==> src/rtl/ac_motor_gate_monitor_if.sv <==
// Gate-pair bundle between the dead-time switch-delay stage (master) and
// anything that consumes the six gate lines (slave).
interface ac_motor_gate_monitor_if;
  logic s1_high;
  logic s1_low;
  logic s2_high;
  logic s2_low;
  logic s3_high;
  logic s3_low;

  modport master (
    output s1_high, s1_low, s2_high, s2_low, s3_high, s3_low
  );

  modport slave (
    input s1_high, s1_low, s2_high, s2_low, s3_high, s3_low
  );
endinterface

==> src/rtl/ac_motor_gate_monitor.sv <==
// Safety monitor for three high/low gate pairs: reconstructs switch state,
// measures each dead band and latches shoot-through / short-dead-time faults.
module ac_motor_gate_monitor #(
  parameter int DW = 11
) (
  input  logic                   clk,
  input  logic                   reset,
  input  logic                   enable,
  input  logic [DW-1:0]          delay,
  input  logic                   clear_fault,
  ac_motor_gate_monitor_if.slave gates,
  output logic [2:0]             s_rec,
  output logic [2:0]             shoot_through,
  output logic [2:0]             dead_time_err,
  output logic                   fault,
  output logic                   dt_valid,
  output logic [1:0]             dt_phase,
  output logic [DW-1:0]          dt_value
);

  localparam logic [2:0] S_IDLE    = 3'd0;
  localparam logic [2:0] S_HIGH_ON = 3'd1;
  localparam logic [2:0] S_LOW_ON  = 3'd2;
  localparam logic [2:0] S_DEAD_H  = 3'd3;
  localparam logic [2:0] S_DEAD_L  = 3'd4;
  localparam logic [2:0] S_SHOOT   = 3'd5;

  localparam logic [1:0] G_OFF  = 2'b00;
  localparam logic [1:0] G_L    = 2'b01;
  localparam logic [1:0] G_H    = 2'b10;
  localparam logic [1:0] G_BOTH = 2'b11;

  localparam logic [DW-1:0] CNT_ONE = DW'(1);
  localparam logic [DW-1:0] CNT_MAX = '1;

  // Phase p occupies bits {2p+1, 2p} = {high, low}.
  logic [5:0]              g_pin;
  logic [5:0]              g_q;
  logic [2:0][2:0]         st;
  logic [2:0][2:0]         st_nx;
  logic [2:0][DW-1:0]      cnt;
  logic [2:0][DW-1:0]      cnt_nx;
  logic [2:0]              meas;
  logic [2:0][DW-1:0]      meas_val;
  logic [2:0]              shoot_set;
  logic [2:0]              err_set;
  logic [1:0]              sel_phase;
  logic [DW-1:0]           sel_value;

  assign g_pin = {gates.s3_high, gates.s3_low,
                  gates.s2_high, gates.s2_low,
                  gates.s1_high, gates.s1_low};

  assign fault = (|shoot_through) | (|dead_time_err);

  always_comb begin
    logic [1:0] gp;
    // NOTE: every signal gets a default before the case so no path leaves it unassigned (no latches).
    st_nx     = st;
    cnt_nx    = cnt;
    meas      = '0;
    meas_val  = '0;
    shoot_set = '0;
    err_set   = '0;
    sel_phase = 2'd0;
    sel_value = '0;
    gp        = G_OFF;

    for (int p = 0; p < 3; p++) begin
      gp = g_q[2*p +: 2];
      case (st[p])
        S_IDLE: begin
          case (gp)
            G_H:     st_nx[p] = S_HIGH_ON;
            G_L:     st_nx[p] = S_LOW_ON;
            G_BOTH:  begin st_nx[p] = S_SHOOT; shoot_set[p] = 1'b1; end
            default: ;
          endcase
        end
        S_HIGH_ON: begin
          case (gp)
            G_OFF:   begin st_nx[p] = S_DEAD_H; cnt_nx[p] = CNT_ONE; end
            G_L:     begin st_nx[p] = S_LOW_ON; meas[p] = 1'b1; end
            G_BOTH:  begin st_nx[p] = S_SHOOT; shoot_set[p] = 1'b1; end
            default: ;
          endcase
        end
        S_LOW_ON: begin
          case (gp)
            G_OFF:   begin st_nx[p] = S_DEAD_L; cnt_nx[p] = CNT_ONE; end
            G_H:     begin st_nx[p] = S_HIGH_ON; meas[p] = 1'b1; end
            G_BOTH:  begin st_nx[p] = S_SHOOT; shoot_set[p] = 1'b1; end
            default: ;
          endcase
        end
        S_DEAD_H: begin
          case (gp)
            G_OFF:  cnt_nx[p] = (cnt[p] == CNT_MAX) ? CNT_MAX : cnt[p] + CNT_ONE;
            G_L:    begin st_nx[p] = S_LOW_ON; meas[p] = 1'b1; meas_val[p] = cnt[p]; end
            G_H:    st_nx[p] = S_HIGH_ON;  // glitch back to the same side
            G_BOTH: begin st_nx[p] = S_SHOOT; shoot_set[p] = 1'b1; end
          endcase
        end
        S_DEAD_L: begin
          case (gp)
            G_OFF:  cnt_nx[p] = (cnt[p] == CNT_MAX) ? CNT_MAX : cnt[p] + CNT_ONE;
            G_H:    begin st_nx[p] = S_HIGH_ON; meas[p] = 1'b1; meas_val[p] = cnt[p]; end
            G_L:    st_nx[p] = S_LOW_ON;
            G_BOTH: begin st_nx[p] = S_SHOOT; shoot_set[p] = 1'b1; end
          endcase
        end
        S_SHOOT: begin
          case (gp)
            G_H:     st_nx[p] = S_HIGH_ON;
            G_L:     st_nx[p] = S_LOW_ON;
            G_OFF:   st_nx[p] = S_IDLE;
            default: ;
          endcase
        end
        default: st_nx[p] = S_IDLE;
      endcase
      err_set[p] = meas[p] && (delay != '0) && (meas_val[p] < delay);
    end

    // Walk downward so the lowest-numbered measuring phase is reported.
    for (int p = 2; p >= 0; p--) begin
      if (meas[p]) begin
        sel_phase = 2'(p + 1);
        sel_value = meas_val[p];
      end
    end
  end

  // NOTE: all state uses non-blocking assignments so every register samples pre-edge values.
  always_ff @(posedge clk or posedge reset) begin
    if (reset) begin
      g_q           <= '0;
      st            <= {3{S_IDLE}};
      cnt           <= '0;
      s_rec         <= '0;
      shoot_through <= '0;
      dead_time_err <= '0;
      dt_valid      <= 1'b0;
      dt_phase      <= 2'd0;
      dt_value      <= '0;
    end else begin
      g_q <= g_pin;
      if (enable) begin
        st  <= st_nx;
        cnt <= cnt_nx;
        for (int p = 0; p < 3; p++) begin
          if (st_nx[p] == S_HIGH_ON)     s_rec[p] <= 1'b1;
          else if (st_nx[p] == S_LOW_ON) s_rec[p] <= 1'b0;
        end
        // A new fault in the same cycle as clear_fault survives the clear.
        shoot_through <= (clear_fault ? 3'b000 : shoot_through) | shoot_set;
        dead_time_err <= (clear_fault ? 3'b000 : dead_time_err) | err_set;
        dt_valid      <= |meas;
        if (|meas) begin
          dt_phase <= sel_phase;
          dt_value <= sel_value;
        end
      end else begin
        st       <= {3{S_IDLE}};
        cnt      <= '0;
        dt_valid <= 1'b0;
        if (clear_fault) begin
          shoot_through <= '0;
          dead_time_err <= '0;
        end
      end
    end
  end

endmodule

==> src/flat_wrapper.sv <==
// flat-port wrapper written by rule: the top's interface ports become plain ports
module ac_motor_gate_monitor_flat 
#(
  parameter int DW = 11
)
  (clk, reset, enable, delay, clear_fault, s_rec, shoot_through, dead_time_err, fault, dt_valid, dt_phase, dt_value, gates_s1_high, gates_s1_low, gates_s2_high, gates_s2_low, gates_s3_high, gates_s3_low);
  ac_motor_gate_monitor_if gates_i ();
  input  logic clk;
  input  logic reset;
  input  logic enable;
  input  logic [DW-1:0] delay;
  input  logic clear_fault;
  output logic [2:0] s_rec;
  output logic [2:0] shoot_through;
  output logic [2:0] dead_time_err;
  output logic fault;
  output logic dt_valid;
  output logic [1:0] dt_phase;
  output logic [DW-1:0] dt_value;
  input wire logic [$bits(gates_i.s1_high)-1:0] gates_s1_high;
  input wire logic [$bits(gates_i.s1_low)-1:0] gates_s1_low;
  input wire logic [$bits(gates_i.s2_high)-1:0] gates_s2_high;
  input wire logic [$bits(gates_i.s2_low)-1:0] gates_s2_low;
  input wire logic [$bits(gates_i.s3_high)-1:0] gates_s3_high;
  input wire logic [$bits(gates_i.s3_low)-1:0] gates_s3_low;
  assign gates_i.s1_high = gates_s1_high;
  assign gates_i.s1_low = gates_s1_low;
  assign gates_i.s2_high = gates_s2_high;
  assign gates_i.s2_low = gates_s2_low;
  assign gates_i.s3_high = gates_s3_high;
  assign gates_i.s3_low = gates_s3_low;
  ac_motor_gate_monitor #(.DW(DW)) u_core (.clk(clk), .reset(reset), .enable(enable), .delay(delay), .clear_fault(clear_fault), .gates(gates_i), .s_rec(s_rec), .shoot_through(shoot_through), .dead_time_err(dead_time_err), .fault(fault), .dt_valid(dt_valid), .dt_phase(dt_phase), .dt_value(dt_value));
endmodule
==> config.mk <==
export PLATFORM = sky130hd
export DESIGN_NAME = ac_motor_gate_monitor_flat
export DESIGN_NICKNAME = d
export VERILOG_FILES = /design/src/rtl/ac_motor_gate_monitor_if.sv /design/src/rtl/ac_motor_gate_monitor.sv /design/src/flat_wrapper.sv
export SDC_FILE = /design/constraint.sdc
export NUM_CORES = 1
export LEC_CHECK = 0
export BUFFER_PORTS_ARGS = -buffer_cell sky130_fd_sc_hd__buf_2
export CAP_MARGIN = 20
export CORE_ASPECT_RATIO = 0.6
export CORE_MARGIN = 1.5
export CORE_UTILIZATION = 55
export CTS_BUF_LIST = sky130_fd_sc_hd__clkbuf_16
export CTS_CLUSTER_SIZE = 8
export DETAILED_ROUTE_END_ITERATION = 8
export HOLD_SLACK_MARGIN = 0.15
export PLACE_DENSITY = 0.74
export SLEW_MARGIN = 40
export SYNTH_ARGS = -nofsm -noshare
export SYNTH_HDL_FRONTEND = slang
export SYNTH_SLANG_ARGS = --single-unit
==> constraint.sdc <==
create_clock -name clk -period 3.2 [get_ports clk]
set_clock_uncertainty 0.1 [all_clocks]
set_input_delay 0.64 -clock clk [delete_from_list [all_inputs] [get_ports clk]]
set_output_delay 0.64 -clock clk [all_outputs]
set_load 0.005 [all_outputs]
==> metrics.txt, run 1 <==
post-layout min period 2.96 ns; period utilization 0.924; critical path arrival just over 3 ns; CTS buffer count 9; row count 27; cell area power density 439 nW/um2; library cells used by synthesis between 70 and 80; setup ws final 0.242 ns; Net Sw Frac 0.283; Finished Cell Area 6060 um2; Placed Area 5700 um2; RePlAce Congestion 0.951; vias in the first global route around 4500; reg2reg start u_core.g_q[3]; width of the die ~130 um; CP required 3.36 ns; detail-routed via count per cell 6.42; via count 4906; GRT Residual Overflow 0; Non-Filler Instances 764; RSZ-0062 raised after global routing false; wirelength, routed 14.6 mm; fillcell total a little under 800; Seq pwr share 0.387; clock latency at the later pin of the worst-skew pair ~0.34 ns; Worst R2R Path Depth 11; initial antenna violation count 1; CORE AREA 9360 um2; maxcap violations 0; clock-pin slew on the worst setup and hold paths 0.06 ns; status complete, no violations; post-synthesis sequential area ratio 0.329; Port Buf Inserts 44; worst rel slew slack 0.509; synthesized cell area 5400 um2; r2r endpoint u_core.dead_time_err[1]; fin nets 703; Die Area 10400 um2; # hold bufs at CTS 0; Synth Register Bits 71; Gate power share 0.178; crit end category register; DP Cell Count 746; io pins 45; Post-Synthesis Cells 592; Finished Core Util 0.648; die height 79.8 um; drt first pass iters 5; setup_tns 0 ns; global-route usage over all layers 0.291; CTS tree built; syn nets 666; CTS Root Cell clkbuf_16; final setup fails 0; n_diodes 0; Int Power 0.00191 W; yosys warns 0; global-route wire length before repair 23.1 mm; largest net degree at the start of global routing 43; Worst-Margin Slew 0.730 ns; critical path launch point type register; Fin. Hold Viols 0; share of cells above drive strength 1 0.139; DR WL/cell 19.1 um; largest buffer count on any clock path 2; clock power share 0.435; static leakage power 2.97 nW; R2R Setup Slk 0.24 ns; peak supply drop between 0.0002 and 0.0003 V; number of DRC markers in iteration 0 548; Antenna Nets Post-Route 0; H-tree depth 3; pre-CTS WS 0.114 ns; clock sinks approximately 70; Post-Syn Area per Cell 9.12 um2; area grow syn2layout 12.2%; Starting Density 0.577; commonest non-fill, non-tap cell in the layout dfrtp_1; FMAX 0.338 GHz; commonest non-fill, non-tap cells in the layout dfrtp_1 (71), ha_1 (53), o21ai_0 (45), buf_2 (44), inv_1 (40); Setup CP Type register to register; fin. max-slew vios 0; Synth Flop Type dfrtp_1; Post-synth ARST share 1.00; crit-path max FO 12; Min-Delay Path Class primary input to asynchronous set/reset pin; Final HPWL DP 10.9 mm; number of synthesized flops with an enable pin 0; sw power 0.000752 W; DRC 0
what timing repair did:
item / in CTS / in global routing
gates resized for setup: 0 / 1
setup endpoints to repair: 0 / 1
setup buffers: 0 / 2
worst max path at each step:
stage / cells after the start / to / start
finish: 11 / u_core.dead_time_err[1] / u_core.g_q[3]
global route: 11 / u_core.dead_time_err[2] / u_core.g_q[5]
CTS: 11 / u_core.dead_time_err[0] / u_core.g_q[0]
detailed placement: 11 / u_core.dead_time_err[0] / u_core.g_q[0]
global placement: 11 / u_core.dead_time_err[0] / u_core.g_q[0]
floorplan: 12 / u_core.dead_time_err[0] / u_core.g_q[0]
sequential cells by signal, indices dropped and copies added (netlist names):
register	flops
u_core.cnt	33
u_core.dead_time_err	3
u_core.dt_phase	2
u_core.dt_valid	1
u_core.dt_value	11
u_core.g_q	6
u_core.s_rec	3
u_core.shoot_through	3
u_core.st	9
cell usage after synthesis (all sizes together), types with 4 or more instances:
cell type   n  area share
dfrtp      71        0.33
o21ai      60       0.056
ha         53        0.12
inv        41       0.028
nand2      40       0.028
and2       34       0.039
nor2       28       0.019
a22o       27       0.044
nand3      22       0.020
buf        21       0.025
a21oi      16       0.016
a21o       14       0.019
a221oi     13       0.033
and3       13       0.016
o31ai      13       0.021
a31oi       9       0.010
nand4       8      0.0093
nor2b       8      0.0093
nor3        7      0.0074
clkbuf      6      0.0042
a32o        5      0.0093
a2111oi     4      0.0065
a211oi      4      0.0056
nor3b       4      0.0065
nor4        4      0.0058
o211a       4      0.0074
or3         4      0.0046
final cells by class:
| class | instances | area [um2] | area share |
|---|---|---|---|
| Clock inverter | 7 | 111 | 0.0184 |
| Timing Repair Buffer | 53 | 300 | 0.0496 |
| Sequential cell | 71 | 1780 | 0.293 |
| Multi-Input combinational cell | 453 | 3330 | 0.549 |
| Inverter | 41 | 154 | 0.0254 |
| Tap cell | 130 | 163 | 0.0268 |
| Clock buffer | 9 | 225 | 0.0372 |
worst max-delay path, stage by stage (launching register included):
cell     delay, ns
dfrtp_1       0.41
inv_1         0.13
ha_1          0.23
nand2_1       0.11
o21ai_1       0.60
and2_1        0.24
ha_1          0.24
a21o_1        0.18
a21oi_1       0.12
o21ai_0       0.09
o31a_1        0.27
a31oi_1       0.14
routing by layer:
| layer | vias up | global-route usage | part of all wire |
|---|---|---|---|
| li1 | 2295 | - | - |
| met1 | 2355 | 0.447 | 0.48 |
| met2 | 244 | 0.406 | 0.42 |
| met3 | 12 | 0.0710 | 0.095 |
| met4 | 0 | 0.0637 | 0.0069 |
| met5 | - | 0 | 0 |
kinds of logic after synthesis:
family	after synthesis	synth area share
buf+inv	68	0.0579
flops	71	0.329
fa+ha+maj	53	0.123
simple gates	197	0.206
xor+xnor	2	0.00324
compound gates	198	0.275
mux	3	0.00556
power by group through the flow:
stage          clock, W  combinational, W  sequential (W)
2_1_floorplan         0          0.000339         0.00101
3_3_place_gp          0          0.000444         0.00104
3_5_place_dp          0          0.000461         0.00104
4_1_cts         0.00117          0.000464         0.00103
5_1_grt         0.00120          0.000525         0.00104
6_report        0.00116          0.000473         0.00103
metrics by stage:
stage / power [W] / hold WS [ns]
CTS: 0.00266 / 0.295
detailed placement: 0.00150 / 0.374
floorplan: 0.00135 / 0.379
global route: 0.00276 / 0.290
finish: 0.00266 / 0.300
global placement: 0.00148 / 0.366
Note: power is estimated with default switching activity, not from simulation.
==> inputs of run 2 (changes only) <==
--- a/config.mk
+++ b/config.mk
@@ -9,12 +9,12 @@
 export CAP_MARGIN = 20
 export CORE_ASPECT_RATIO = 0.6
 export CORE_MARGIN = 1.5
-export CORE_UTILIZATION = 55
+export CORE_UTILIZATION = 59
 export CTS_BUF_LIST = sky130_fd_sc_hd__clkbuf_16
 export CTS_CLUSTER_SIZE = 8
 export DETAILED_ROUTE_END_ITERATION = 8
 export HOLD_SLACK_MARGIN = 0.15
-export PLACE_DENSITY = 0.74
+export PLACE_DENSITY = 0.79
 export SLEW_MARGIN = 40
 export SYNTH_ARGS = -nofsm -noshare
 export SYNTH_HDL_FRONTEND = slang
==> metrics.txt, run 2 (synthesis gave the netlist of run 1 again) <==
status complete, no violations (unchanged); detail-routed via count per cell 6.67 (was 6.42); delay-heaviest family, CP compound AO/OA/AOI/OAI gates (unchanged); crit end category register (unchanged); CTS buffer count 9 (unchanged); die height 77.1 um (was 79.8 um); n_diodes 0 (unchanged); critical path launch point type register (unchanged); Worst-Margin Slew 0.751 ns (was 0.730 ns); Antenna Nets Post-Route 0 (unchanged); critical path arrival 3.16 ns (was 3.11 ns); max reg flops 33 (unchanged); Slowest-stage cell, CP o21ai_1 (unchanged); maxcap violations 0 (unchanged); H-tree depth 3 (unchanged); CORE AREA 8690 um2 (was 9360 um2); RePlAce Congestion 0.997 (was 0.951); Gate power share 0.188 (was 0.178); sw power 0.000719 W (was 0.000752 W); static leakage power 2.95 nW (was 2.97 nW); final setup fails 0 (unchanged); share of cells above drive strength 1 0.136 (was 0.139); setup_tns 0 ns (unchanged); DRC 0 (unchanged); CP required 3.35 ns (was 3.36 ns); CTS Root Cell clkbuf_16 (unchanged); Seq pwr share 0.420 (was 0.387); Crit path largest cell delay 0.63 ns (was 0.60 ns); Finished Cell Area 5980 um2 (was 6060 um2); Die Area 9760 um2 (was 10400 um2); Net Sw Frac 0.292 (was 0.283); pre-CTS WS 0.115 ns (was 0.114 ns); DR WL/cell 19.1 um (about the same); GRT Residual Overflow 0 (unchanged); Int Power 0.00174 W (was 0.00191 W); cell area power density 412 nW/um2 (was 439 nW/um2); post-layout min period 3.01 ns (was 2.96 ns); Finished Core Util 0.688 (was 0.648); commonest non-fill, non-tap cell in the layout dfrtp_1 (unchanged); via count 4960 (was 4906); Placed Area 5670 um2 (was 5700 um2); commonest non-fill, non-tap cells in the layout dfrtp_1 (71), ha_1 (53), o21ai_0 (45), buf_2 (44), inv_1 (42) (was dfrtp_1 (71), ha_1 (53), o21ai_0 (45), buf_2 (44), inv_1 (40)); Min-Delay Path Class primary input to register (was primary input to asynchronous set/reset pin); Final HPWL DP 10.6 mm (was 10.9 mm); clock latency at the later pin of the worst-skew pair 0.34 ns (about the same); row count 26 (was 27); Fin. Hold Viols 0 (unchanged); Starting Density 0.622 (was 0.577); io pins 45 (unchanged); area grow syn2layout 10.7% (was 12.2%); largest registers u_core.cnt: 33 flops, u_core.dt_value: 11 flops, u_core.st: 9 flops (unchanged); clock power share 0.392 (was 0.435); stages on the worst setup path 11 (unchanged); clock sinks 71 (unchanged); Setup CP Type register to register (unchanged); wirelength, routed 14.2 mm (was 14.6 mm); largest buffer count on any clock path 2 (unchanged); peak supply drop 0.000269 V (was 0.000277 V); setup ws final 0.192 ns (was 0.242 ns); period utilization 0.940 (was 0.924); global-route wire length before repair 23.1 mm (about the same); Worst Hold Depth 1; fin. max-slew vios 0 (unchanged); crit-path max FO 12 (unchanged); Top reg by flops u_core.cnt (unchanged); fin nets 702 (was 703); FMAX 0.332 GHz (was 0.338 GHz); CTS tree built (unchanged); width of the die 127 um (was 131 um); Worst R2R Path Depth 11 (unchanged); CP Cell Sequence inv_1, ha_1, nand2_1, o21ai_1, and2_1, ha_1, a21o_1, a21o_1, a21oi_1, o31ai_1, a31oi_1 (was inv_1, ha_1, nand2_1, o21ai_1, and2_1, ha_1, a21o_1, a21oi_1, o21ai_0, o31a_1, a31oi_1); Setup Buffers After CTS 0 (unchanged); largest net degree at the start of global routing 60 (was 43); RSZ-0062 raised after global routing false (unchanged); crit path buf inv count 1 (unchanged); global-route usage over all layers 0.303 (was 0.291); clock-pin slew on the worst setup and hold paths 0.06 ns (about the same); initial antenna violation count 0 (was 1); number of DRC markers in iteration 0 506 (was 548); Port Buf Inserts 44 (unchanged); worst rel slew slack 0.496 (was 0.509); vias in the first global route 4454 (was 4505); drt first pass iters 5 (unchanged)
## run 2: changes by cell type in the layout (fill, tap and decap cells not counted)
cell           delta
buf_4             -2
bufinv_16         -2
clkinv_1          -2
inv_1             +2
a32o_1            -1
a32o_2            +1
clkinv_2          +1
clkinv_4          -1
clkinvlp_4        +1
dlygate4sd3_1     +1
## run 2: worst paths after layout
kind | startpoint | endpoint | slack [ns]
min reg2reg | u_core.dt_value[6] | u_core.dt_value[6] | 0.39
max | u_core.g_q[3] | u_core.dead_time_err[1] | 0.19
min in group asynchronous | reset | u_core.cnt[27] | 0.69
max in group asynchronous | reset | u_core.g_q[2] | 1.70
max reg2reg | u_core.g_q[3] | u_core.dead_time_err[1] | 0.19
min | gates_s2_high | u_core.g_q[3] | 0.30
## run 2: metal layers
layer	vias to the layer above	part of all wire	global-route usage
met1	2381	0.47	0.465
met4	0	0.020	0.103
met5	-	0	0
met3	30	0.095	0.0572
li1	2295	-	-
met2	254	0.41	0.421
## run 2: area by class of cell
cell class              count  area, um2
clock buffers               9        225
clock inverters             6       55.1
fillers                   664       2710
inverters                  41        154
multi-input cells         453       3330
flip-flops and latches     71       1780
well taps                 112        140
repair buffers             52        295
## run 2: through the flow
| step | hold WS (ns) | instances | power [W] |
|---|---|---|---|
| after floorplan | 0.379 | 592 | 0.00135 |
| after global placement | 0.370 | 728 | 0.00148 |
| after detailed placement | 0.375 | 728 | 0.00150 |
| after CTS | 0.300 | 744 | 0.00247 |
| after global routing | 0.299 | 744 | 0.00257 |
| final | 0.305 | 744 | 0.00246 |
## run 2: power groups by stage
stage	clock network (W)	logic (W)	registers, W
6_report	0.000965	0.000462	0.00103
5_1_grt	0.00102	0.000509	0.00104
4_1_cts	0.000985	0.000456	0.00103
3_5_place_dp	0	0.000452	0.00104
3_3_place_gp	0	0.000438	0.00104
2_1_floorplan	0	0.000339	0.00101
## run 2: timing repair
action	CTS	global route
resized for setup	0	2
endpoints found under the hold margin	9	0
setup endpoints to repair	0	2
hold buffers	1	0
